`config.mk`:
```
export PLATFORM = sky130hd
export DESIGN_NAME = llc_mem_rd_stage
export DESIGN_NICKNAME = d
export VERILOG_FILES = /design/src/rtl/llc_pipe_pkg.sv /design/src/rtl/llc_rd_buf.sv /design/src/rtl/llc_mem_rd_stage.sv
export SDC_FILE = /design/constraint.sdc
export NUM_CORES = 1
export LEC_CHECK = 0
export BUFFER_PORTS_ARGS = -buffer_cell sky130_fd_sc_hd__buf_2
export CORE_MARGIN = 2
export CORE_UTILIZATION = 45
export DETAILED_ROUTE_END_ITERATION = 8
export GPL_TIMING_DRIVEN = 1
export PLACE_DENSITY = 0.73
export SLEW_MARGIN = 10
export SYNTH_ARGS = -nofsm -noshare
export SYNTH_HDL_FRONTEND = slang
export SYNTH_SLANG_ARGS = --single-unit
```
`constraint.sdc`:
```
create_clock -name clk -period 13.8 [get_ports clk]
set_input_delay 2.76 -clock clk [delete_from_list [all_inputs] [get_ports clk]]
set_output_delay 2.76 -clock clk [all_outputs]
set_load 0.005 [all_outputs]
```
`src/rtl/llc_pipe_pkg.sv`:
```
// Shared LLC pipeline types: geometry, request metadata, the mem->lookup packet
// and helpers that splice one way into a packed tag/state row.
package llc_pipe_pkg;

  localparam int LLC_SET_BITS   = 8;
  localparam int LLC_TAG_BITS   = 16;
  localparam int LLC_WAYS       = 8;
  localparam int LLC_WAY_BITS   = $clog2(LLC_WAYS);
  localparam int LLC_STATE_BITS = 2;

  typedef enum logic [LLC_STATE_BITS-1:0] {
    LLC_INVALID  = 2'd0,
    LLC_VALID    = 2'd1,
    LLC_SHARED   = 2'd2,
    LLC_MODIFIED = 2'd3
  } llc_state_t;

  typedef logic [LLC_WAYS*LLC_TAG_BITS-1:0]   llc_tag_row_t;
  typedef logic [LLC_WAYS*LLC_STATE_BITS-1:0] llc_state_row_t;

  // Opaque to this stage; carried from the arbiter to lookup untouched.
  typedef struct packed {
    logic [3:0] req_id;
    logic [3:0] msg;
  } llc_rd_meta_t;

  typedef struct packed {
    logic [LLC_TAG_BITS-1:0] tag_input;
    logic [LLC_SET_BITS-1:0] set;
    llc_tag_row_t            rd_tags_pipeline;
    llc_state_row_t          rd_states_pipeline;
    logic [LLC_WAY_BITS-1:0] rd_evict_way_pipeline;
    llc_rd_meta_t            meta;
  } fifo_mem_lookup_packet;

  function automatic llc_tag_row_t tag_row_put(input llc_tag_row_t row,
                                               input logic [LLC_WAY_BITS-1:0] way,
                                               input logic [LLC_TAG_BITS-1:0] tag);
    llc_tag_row_t r;
    r = row;
    r[way*LLC_TAG_BITS +: LLC_TAG_BITS] = tag;
    return r;
  endfunction

  function automatic llc_state_row_t state_row_put(input llc_state_row_t row,
                                                   input logic [LLC_WAY_BITS-1:0] way,
                                                   input logic [LLC_STATE_BITS-1:0] state);
    llc_state_row_t r;
    r = row;
    r[way*LLC_STATE_BITS +: LLC_STATE_BITS] = state;
    return r;
  endfunction

endpackage

```
`src/rtl/llc_rd_buf.sv`:
```
// Circular output buffer of mem->lookup packets with push/pop/clear; with
// LLC_RD_BYPASS_EN defined it also exposes a set-match in-place update port.
module llc_rd_buf
  import llc_pipe_pkg::*;
#(
  parameter int BUF_DEPTH = 2
) (
  input  logic                          clk,
  input  logic                          rst,
  input  logic                          clear_i,
  input  logic                          push_i,
  input  fifo_mem_lookup_packet         push_data_i,
  input  logic                          pop_i,
`ifdef LLC_RD_BYPASS_EN
  input  logic                          upd_en_i,
  input  logic [LLC_SET_BITS-1:0]       upd_set_i,
  input  logic [LLC_WAY_BITS-1:0]       upd_way_i,
  input  logic [LLC_TAG_BITS-1:0]       upd_tag_i,
  input  logic [LLC_STATE_BITS-1:0]     upd_state_i,
  input  logic                          upd_evict_en_i,
  input  logic [LLC_WAY_BITS-1:0]       upd_evict_way_i,
`endif
  output fifo_mem_lookup_packet         head_o,
  output logic [$clog2(BUF_DEPTH):0]    count_o
);

  localparam int PTR_W = $clog2(BUF_DEPTH);
  localparam int CNT_W = PTR_W + 1;

  fifo_mem_lookup_packet mem_q [BUF_DEPTH];
  logic [PTR_W-1:0]      head_q, tail_q;
  logic [CNT_W-1:0]      count_q;
  logic                  do_push, do_pop;

  // Clear wins over everything else in its cycle.
  assign do_push = push_i && !clear_i;
  assign do_pop  = pop_i && !clear_i && (count_q != '0);

  // NOTE: state uses <= so every register samples pre-edge values in one step.
  always_ff @(posedge clk or negedge rst) begin
    if (!rst) begin
      head_q  <= '0;
      tail_q  <= '0;
      count_q <= '0;
    end else if (clear_i) begin
      head_q  <= '0;
      tail_q  <= '0;
      count_q <= '0;
    end else begin
      // BUF_DEPTH is a power of two, so pointer overflow is the wrap.
      if (do_push) tail_q <= tail_q + 1'b1;
      if (do_pop)  head_q <= head_q + 1'b1;
      case ({do_push, do_pop})
        2'b10:   count_q <= count_q + 1'b1;
        2'b01:   count_q <= count_q - 1'b1;
        default: count_q <= count_q;
      endcase
    end
  end

  // NOTE: payload storage is not reset; count_q alone qualifies its contents.
  always_ff @(posedge clk) begin
`ifdef LLC_RD_BYPASS_EN
    for (int i = 0; i < BUF_DEPTH; i++) begin
      if (upd_en_i && mem_q[i].set == upd_set_i) begin
        mem_q[i].rd_tags_pipeline   <= tag_row_put(mem_q[i].rd_tags_pipeline, upd_way_i, upd_tag_i);
        mem_q[i].rd_states_pipeline <= state_row_put(mem_q[i].rd_states_pipeline, upd_way_i, upd_state_i);
      end
      if (upd_evict_en_i && mem_q[i].set == upd_set_i)
        mem_q[i].rd_evict_way_pipeline <= upd_evict_way_i;
    end
`endif
    // The pushed row already carries any same-cycle forward, so it overrides.
    if (do_push) mem_q[tail_q] <= push_data_i;
  end

  assign head_o  = (count_q != '0) ? mem_q[head_q] : '0;
  assign count_o = count_q;

  a_no_overflow: assert property (@(posedge clk) disable iff (!rst)
    !(do_push && !do_pop && count_q == CNT_W'(BUF_DEPTH)));

endmodule

```
`src/rtl/llc_mem_rd_stage.sv`:
```
// LLC memory read stage: accepts set/tag requests, reads tag/state/evict SRAMs
// (1-cycle latency) and queues rows for lookup. Optional LLC_RD_BYPASS_EN forwards writes.
module llc_mem_rd_stage
  import llc_pipe_pkg::*;
#(
  parameter int BUF_DEPTH = 2
) (
  input  logic                                clk,
  input  logic                                rst,
  input  logic                                in_valid,
  output logic                                in_ready,
  input  logic [LLC_SET_BITS-1:0]             in_set,
  input  logic [LLC_TAG_BITS-1:0]             in_tag,
  input  llc_rd_meta_t                        in_meta,
  output logic                                rd_en,
  output logic [LLC_SET_BITS-1:0]             rd_set,
  input  logic [LLC_WAYS*LLC_TAG_BITS-1:0]    rd_tags,
  input  logic [LLC_WAYS*LLC_STATE_BITS-1:0]  rd_states,
  input  logic [LLC_WAY_BITS-1:0]             rd_evict_way,
  input  logic                                wr_en,
  input  logic [LLC_SET_BITS-1:0]             wr_set,
  input  logic [LLC_WAY_BITS-1:0]             wr_way,
  input  logic [LLC_TAG_BITS-1:0]             wr_tag,
  input  logic [LLC_STATE_BITS-1:0]           wr_state,
  input  logic                                wr_evict_en,
  input  logic [LLC_WAY_BITS-1:0]             wr_evict_way,
  input  logic                                flush,
  output logic                                out_valid,
  input  logic                                out_ready,
  output fifo_mem_lookup_packet               out_pkt,
  output logic                                busy
);

  localparam int CNT_W = $clog2(BUF_DEPTH) + 1;

  logic                    cap_valid_q, cap_valid_d;
  logic [LLC_SET_BITS-1:0] cap_set_q, cap_set_d;
  logic [LLC_TAG_BITS-1:0] cap_tag_q, cap_tag_d;
  llc_rd_meta_t            cap_meta_q, cap_meta_d;

  logic [CNT_W-1:0]        count;
  logic [CNT_W:0]          occupancy;
  logic                    pop, accept, push, wr_stall;
  fifo_mem_lookup_packet   cap_pkt;

  assign pop = out_valid && out_ready;

`ifdef LLC_RD_BYPASS_EN
  // A read of the set being written this cycle would race the SRAM write.
  assign wr_stall = wr_en && (wr_set == in_set);
`else
  logic unused_wr;
  assign wr_stall  = 1'b0;
  assign unused_wr = ^{wr_en, wr_set, wr_way, wr_tag, wr_state, wr_evict_en, wr_evict_way};
`endif

  // Slots already promised: buffered rows plus the read in flight, less the one leaving.
  assign occupancy = (CNT_W+1)'(count) + (CNT_W+1)'(cap_valid_q) - (CNT_W+1)'(pop);
  assign in_ready  = rst && !flush && !wr_stall && (occupancy < (CNT_W+1)'(BUF_DEPTH));
  assign accept    = in_valid && in_ready;
  assign rd_en     = accept;
  assign rd_set    = accept ? in_set : '0;

  // NOTE: every variable gets a default first, so no path infers a latch.
  always_comb begin
    cap_valid_d = accept;
    cap_set_d   = cap_set_q;
    cap_tag_d   = cap_tag_q;
    cap_meta_d  = cap_meta_q;
    if (accept) begin
      cap_set_d  = in_set;
      cap_tag_d  = in_tag;
      cap_meta_d = in_meta;
    end
  end

  always_ff @(posedge clk or negedge rst) begin
    if (!rst) begin
      cap_valid_q <= 1'b0;
      cap_set_q   <= '0;
      cap_tag_q   <= '0;
      cap_meta_q  <= '0;
    end else begin
      cap_valid_q <= cap_valid_d;
      cap_set_q   <= cap_set_d;
      cap_tag_q   <= cap_tag_d;
      cap_meta_q  <= cap_meta_d;
    end
  end

  always_comb begin
    cap_pkt                       = '0;
    cap_pkt.tag_input             = cap_tag_q;
    cap_pkt.set                   = cap_set_q;
    cap_pkt.meta                  = cap_meta_q;
    cap_pkt.rd_tags_pipeline      = rd_tags;
    cap_pkt.rd_states_pipeline    = rd_states;
    cap_pkt.rd_evict_way_pipeline = rd_evict_way;
`ifdef LLC_RD_BYPASS_EN
    if (wr_en && wr_set == cap_set_q) begin
      cap_pkt.rd_tags_pipeline   = tag_row_put(rd_tags, wr_way, wr_tag);
      cap_pkt.rd_states_pipeline = state_row_put(rd_states, wr_way, wr_state);
    end
    if (wr_evict_en && wr_set == cap_set_q)
      cap_pkt.rd_evict_way_pipeline = wr_evict_way;
`endif
  end

  // A flush discards the row returning from the SRAM this cycle.
  assign push = cap_valid_q && !flush;

  llc_rd_buf #(
    .BUF_DEPTH       (BUF_DEPTH)
  ) u_buf (
    .clk             (clk),
    .rst             (rst),
    .clear_i         (flush),
    .push_i          (push),
    .push_data_i     (cap_pkt),
    .pop_i           (pop),
`ifdef LLC_RD_BYPASS_EN
    .upd_en_i        (wr_en),
    .upd_set_i       (wr_set),
    .upd_way_i       (wr_way),
    .upd_tag_i       (wr_tag),
    .upd_state_i     (wr_state),
    .upd_evict_en_i  (wr_evict_en),
    .upd_evict_way_i (wr_evict_way),
`endif
    .head_o          (out_pkt),
    .count_o         (count)
  );

  assign out_valid = (count != '0);
  assign busy      = cap_valid_q || out_valid;

endmodule

```
==> summary.txt, run 1 <==
Power
  • Seq pwr share: 0.544
  • PD cells: 135.9 mW/mm²
  • Pwr Total: 2.524 mW
  • Logic pwr share: 0.050
  • Switching Share: 0.2002
  • Worst VDD drop: 0.0001118 V
  • P_int: 2.019 mW
  • P_sw: 0.5053 mW
  • Total leakage power: 6.983 nW
  • Clock power frac: 0.406

Clock network
  • Worst skew pair latency: 0.53 ns
  • CTS Buf Count: 41
  • CTS Buffer Depth: 3
  • Number of setup buffers added after CTS: 0
  • CTS Sinks: 395
  • Worst-path clk slew: 0.06 ns
  • CTS tree: yes
  • CTS Hold Bufs: 0
  • CTS H-tree depth: 2
  • Cts repair resizes: 0
  • Root Driver: clkbuf_16

Floorplanning
  • Site row count: 66
  • Full die area: 0.03480 mm²
  • Chip Width: 186.6 µm
  • Core area: 0.03270 mm²
  • Die outline height: 186.6 µm
  • Initial Util: 0.4586
  • Ports: 409

GRT
  • Initial antenna violation count: 8
  • GRT Util Overall: 0.1768
  • Congestion Overflow GR: 0
  • First-pass GRT wire length: 48410 µm
  • Largest net degree at the start of global routing: 173
  • Vias in the first global route: 8620

Setup path
  • Top Family by Delay on Critical Path: simple AND/OR/NAND/NOR gates
  • CP bufs+invs: 4
  • R2R cell count: 9
  • Crit path from: out_ready
  • Crit end category: output port
  • Worst-path fanout max: 25
  • Worst setup path category: primary input to output port
  • Startpoint Class: primary input
  • Most used cell, CP: buf_2
  • Worst reg2reg path startpoint: u_buf.count_o[1]$_DFFE_PN0P_
  • Reg-to-reg slack, setup: 9.87 ns
  • Worst R2R End: cap_set_q[0]$_DFFE_PN0P_
  • Critical Path RT: 11.04 ns
  • Worst path slowest cell: nor4b_4
  • CP Data Arrival Time: 5.87 ns
  • Cell chain of the critical path: buf_2 > o21ai_0 > inv_1 > ha_1 > nand2b_1 > fa_1 > xor2_2 > nor4b_4 > buf_4 > and2_1 > buf_2
  • Max incr delay on CP: 0.93 ns

Timing
  • Slack of the critical path: 5.169 ns
  • Post-Route Skew: 0.01036 ns
  • Min Tclk post-route: 8.631 ns
  • Final hold violations: 0
  • Period utilisation layout: 0.6255
  • Final TNS setup: 0 ns
  • Tightest Pin Transition: 1.311 ns
  • F_max: 0.1159 GHz
  • Max-slew headroom: 0.1258
  • Final setup viols: 0
  • Max-slew violations: 0
  • RSZ-0062 raised after global routing: false

Logic synthesis
  • Synth Flop Type: edfxtp_1
  • Compound-cell area share of the yosys netlist: 0.001919
  • Cell variety after synth: 27
  • Syn Inst Count: 867
  • EDFF count, synth: 358
  • Post-synth ARST share: 0.09367
  • Synth Area in Adders: 0.002169
  • Synth warnings: 0
  • Main combinational cell family by area after synthesis: multiplexers
  • Area of the mapped netlist: 0.01500 mm²
  • Sequential-to-total area share from yosys stat: 0.7785
  • XOR/XNOR share of the synthesized area: 0.002252
  • Synth Register Bits: 395
  • Simple-Gate Fraction of Synth Area: 0.05431
  • Syn nets: 1087
  • Synth Area per Inst: 17.30 µm²
  • Post-synthesis mux area share: 0.1442

Drt
  • Pre-Repair DR Iteration Count: 4
  • Vias: 8454
  • Mean routed wirelength per cell: 18.10 µm
  • Post-route antenna net violation count: 0
  • Final WL: 31240 µm
  • Via density: 4.898
  • DRC violations left: 0
  • DRC marker count from the first detailed-route iteration: 433

Hold path
  • Hold depth: 0
  • Hold path endpoint: u_buf.mem_q[0][161]$_DFFE_PP_
  • Hold Crit Class: flop to flop
  • Min-delay src: cap_set_q[6]$_DFFE_PN0P_

Outcome
  • Status: completed

Placed design
  • Pre-CTS setup slack: 5.163 ns
  • Placed insts: 1649
  • PortBufs: 374
  • Global placer's final weighted congestion: 0.8192
  • Detailed-placement wirelength estimate: 20240 µm

Final layout
  • Most frequent cells in the layout: 374 x buf_2, 358 x edfxtp_1, 181 x nor2_1
  • P&R area growth vs syn: 23.86%
  • Share of cells above drive strength 1: 0.3717
  • Most common cell after layout, fill and taps aside: buf_2
  • Nets: 1470
  • Final Instance Count excl. Fillers: 1726

Flow run
  • Max Cap Viol: 0
-- cell usage after synthesis, types with 3 or more instances --
cell type,n,area share
edfxtp_1,358,0.72
dfrtp_1,37,0.062
clkbuf_1,11,0.0028
o21ai_0,3,0.0010
and2_1,8,0.0033
mux2i_1,180,0.12
buf_2,29,0.0097
nor2_1,184,0.046
mux2_2,30,0.023
inv_1,5,0.0013
buf_6,4,0.0030
-- flip-flops by register name (all words and copies together), names as in the netlist --
register	cells
cap_valid_q	1
u_buf.count_o	2
u_buf.tail_q	1
u_buf.head_q	1
cap_meta_q	8
cap_set_q	8
u_buf.mem_q	358
cap_tag_q	16
-- power by group through the flow --
stage / registers (mW) / logic [mW] / clock network [mW]
floorplan: 1.39 / 0.0669 / 0
global placement: 1.40 / 0.122 / 0
detailed placement: 1.40 / 0.127 / 0
CTS: 1.37 / 0.127 / 1.05
global route: 1.38 / 0.138 / 1.10
finish: 1.37 / 0.125 / 1.03
-- cell type report --
type / instances / area (µm²)
sequential: 395 / 11680
timing repair buffer: 384 / 1959
fill: 2605 / 14120
antenna: 6 / 15.01
inverter: 5 / 18.77
clock inverter: 13 / 93.84
clock buffer: 58 / 1162
tap: 442 / 553.0
multi-input combinational: 423 / 3094
-- through the flow --
stage,hold slack (ns),cell area (µm²),util
after floorplan,0.4350,15000,-
after global placement,0.4454,17310,0.5292
after detailed placement,0.4535,17310,0.5292
after CTS,0.4666,18560,0.5676
after global routing,0.4732,18570,0.5678
final,0.4643,18580,0.5681
-- logic make-up after synthesis --
group | after synthesis
flops | 395
mux | 212
simple gates | 201
buf+inv | 49
compound gates | 5
xor+xnor | 3
fa+ha+maj | 2
-- worst max path at each step --
stage	end	slack, ns	cells past startpoint
floorplan	u_buf.mem_q[0][0]$_DFFE_PP_	2.73	2
global placement	rd_set[3]	5.22	11
detailed placement	rd_set[0]	5.16	11
CTS	rd_set[0]	5.16	11
global route	rd_set[2]	4.95	11
finish	rd_set[0]	5.17	11
-- metal layers --
metal,GRT usage,vias up,share of wire
li1,-,3975,-
met1,0.2245,4102,0.41
met2,0.2849,317,0.47
met3,0.06526,54,0.094
met4,0.05403,6,0.020
met5,0,-,0.0012
Note: power is estimated with default switching activity, not from simulation.
==> inputs of run 2 (changes only) <==
--- a/config.mk
+++ b/config.mk
@@ -10,7 +10,7 @@
 export CORE_UTILIZATION = 45
 export DETAILED_ROUTE_END_ITERATION = 8
 export GPL_TIMING_DRIVEN = 1
-export PLACE_DENSITY = 0.73
+export PLACE_DENSITY = 0.76
 export SLEW_MARGIN = 10
 export SYNTH_ARGS = -nofsm -noshare
 export SYNTH_HDL_FRONTEND = slang
==> constraint.sdc (replaced) <==
create_clock -name clk -period 7.8 [get_ports clk]
set_input_delay 1.56 -clock clk [delete_from_list [all_inputs] [get_ports clk]]
set_output_delay 1.56 -clock clk [all_outputs]
set_load 0.005 [all_outputs]
==> run 2 against run 1 <==
Effect of this change: hold slack worse by 0.00073 ns; via count is 0.88% higher; combinational power is 76% higher; non-clock buffer count is 1 higher; setup slack worse by 2.9 ns; wire length is 2.4% lower; sequential share of layout area is 0.27 points lower; total power is 79% higher; first-iteration DRC count is 11% lower; clock power is 83% higher; global-route usage is 0.57 points lower.
==> summary.txt, run 2 (synthesized netlist as in run 1, its figures left out) <==
Setup path
  • Max incr delay on CP: 0.44 ns (-0.49 ns)
  • Reg-to-reg slack, setup: 4.64 ns (-5.23 ns)
  • CP Data Arrival Time: 3.93 ns (-1.94 ns)
  • Worst setup path category: primary input to output port
  • Crit end category: output port
  • Most used cell, CP: buf_2
  • R2R cell count: 9 (unchanged)
  • Worst path slowest cell: fa_1
  • Stages on worst setup path: 11 (unchanged)
  • Top Family by Delay on Critical Path: adder cells
  • Critical Path RT: 6.24 ns (-4.80 ns)
  • Cell chain of the critical path: buf_2 > o21ai_0 > inv_1 > ha_1 > nand2b_1 > fa_1 > xor2_2 > nor4b_4 > buf_4 > and2_1 > buf_2
  • Startpoint Class: primary input
  • Worst-path fanout max: 25 (unchanged)
  • CP bufs+invs: 4 (unchanged)

Timing
  • Tightest Pin Transition: 1.042 ns (-0.2697 ns)
  • Max-slew violations: 0 (unchanged)
  • Final hold violations: 0 (unchanged)
  • RSZ-0062 raised after global routing: false
  • Max-slew headroom: 0.3056 (+0.1798)
  • Final setup viols: 0 (unchanged)
  • Period utilisation layout: 0.7040
  • Slack of the critical path: 2.309 ns (-2.860 ns)
  • WHS: 0.4636 ns (-0.0007310 ns)
  • F_max: 0.1821 GHz
  • Post-Route Skew: 0.01587 ns (+0.005501 ns)
  • Min Tclk post-route: 5.491 ns

Final layout
  • Share of cells above drive strength 1: 0.3741 (+0.002449)
  • Biggest regs: u_buf.mem_q: 358 flops, cap_tag_q: 16 flops
  • Final Instance Count excl. Fillers: 1730 (+0.23%)
  • P&R area growth vs syn: 24.38%
  • Most frequent cells in the layout: 374 x buf_2, 358 x edfxtp_1, 181 x nor2_1
  • Nets: 1471 (+0.068%)
  • Max reg flops: 358 (unchanged)
  • Top reg by flops: u_buf.mem_q
  • Most common cell after layout, fill and taps aside: buf_2

Power
  • Total leakage power: 7.030 nW (+0.67%)
  • Pwr Total: 4.528 mW (+79%)
  • PD cells: 242.7 mW/mm² (+79%)
  • Worst VDD drop: 0.0002043 V (+83%)

Outcome
  • Status: completed

Drt
  • DRC violations left: 0 (unchanged)
  • DRC marker count from the first detailed-route iteration: 386 (-11%)
  • Via density: 4.929 (+0.64%)
  • Vias: 8528 (+0.88%)
  • Post-route antenna net violation count: 0 (unchanged)
  • Final WL: 30490 µm (-2.4%)
  • Pre-Repair DR Iteration Count: 4 (unchanged)
  • Mean routed wirelength per cell: 17.62 µm (-2.6%)

Clock network
  • Number of setup buffers added after CTS: 0 (unchanged)
  • Cts repair resizes: 0 (unchanged)
  • Worst-path clk slew: 0.06 ns (about the same)
  • CTS H-tree depth: 2 (unchanged)
  • CTS Hold Bufs: 0 (unchanged)
  • Worst skew pair latency: 0.52 ns (about the same)
  • CTS Sinks: 395 (unchanged)
  • Root Driver: clkbuf_16
  • CTS tree: yes
  • CTS Buf Count: 41 (unchanged)
  • CTS Buffer Depth: 3 (unchanged)

Placed design
  • Pre-CTS setup slack: 2.310 ns (-2.853 ns)
  • Global placer's final weighted congestion: 0.8324 (+1.6%)
  • Detailed-placement wirelength estimate: 19410 µm (-4.1%)
  • PortBufs: 374 (unchanged)
  • Placed insts: 1650 (+0.061%)

Floorplanning
  • Core area: 0.03270 mm² (unchanged)
  • Site row count: 66 (unchanged)
  • Die outline height: 186.6 µm (unchanged)
  • Full die area: 0.03480 mm² (unchanged)
  • Initial Util: 0.4586 (unchanged)
  • Chip Width: 186.6 µm (unchanged)
  • Ports: 409 (unchanged)

Hold path
  • Hold depth: 0 (unchanged)
  • Hold Crit Class: flop to flop

Flow run
  • Max Cap Viol: 0 (unchanged)

GRT
  • Congestion Overflow GR: 0 (unchanged)
  • First-pass GRT wire length: 47180 µm (-2.6%)
  • GRT Util Overall: 0.1712 (-0.005666)
  • Initial antenna violation count: 5 (-3)
  • Largest net degree at the start of global routing: 155 (-10%)
  • Vias in the first global route: 8700 (+0.93%)
[run 2: area by class of cell]
cell class | count | area [µm²]
clock inverters | 22 | 183.9
flip-flops and latches | 395 | 11680
repair buffers | 385 | 1979
clock buffers | 53 | 1134
inverters | 5 | 18.77
fillers | 2544 | 14050
multi-input cells | 423 | 3094
well taps | 442 | 553.0
diodes | 5 | 12.51
[run 2: where the power goes]
group	total, mW	switching [mW]	internal, mW
Clock	1.88	0.752	1.12
Sequential	2.43	0.0369	2.40
Combinational	0.220	0.110	0.110
[run 2: through the flow]
| step | cell area, µm² | TNS [ns] | util |
|---|---|---|---|
| after global routing | 18650 | 0 | 0.5703 |
| final | 18660 | 0 | 0.5705 |
| after detailed placement | 17330 | 0 | 0.5298 |
| after global placement | 17330 | 0 | 0.5298 |
| after floorplan | 15000 | -742.11 | - |
| after CTS | 18640 | 0 | 0.5701 |
[run 2: routing by layer]
layer | GRT usage | vias to the layer above | part of all wire
met5 | 0 | - | 0.00043
li1 | - | 3982 | -
met2 | 0.2827 | 340 | 0.48
met4 | 0.06471 | 2 | 0.033
met3 | 0.05360 | 69 | 0.091
met1 | 0.2125 | 4135 | 0.40
[run 2: worst paths after layout]
path	start	to
min in group asynchronous	rst	cap_tag_q[9]$_DFFE_PN0P_
worst min register to register	cap_tag_q[14]$_DFFE_PN0P_	u_buf.mem_q[0][177]$_DFFE_PP_
worst max register to register	u_buf.count_o[1]$_DFFE_PN0P_	cap_set_q[3]$_DFFE_PN0P_
max in group asynchronous	rst	u_buf.head_q$_DFFE_PN0P_
worst min-delay path	cap_tag_q[14]$_DFFE_PN0P_	u_buf.mem_q[0][177]$_DFFE_PP_
worst max-delay path	out_ready	rd_set[2]
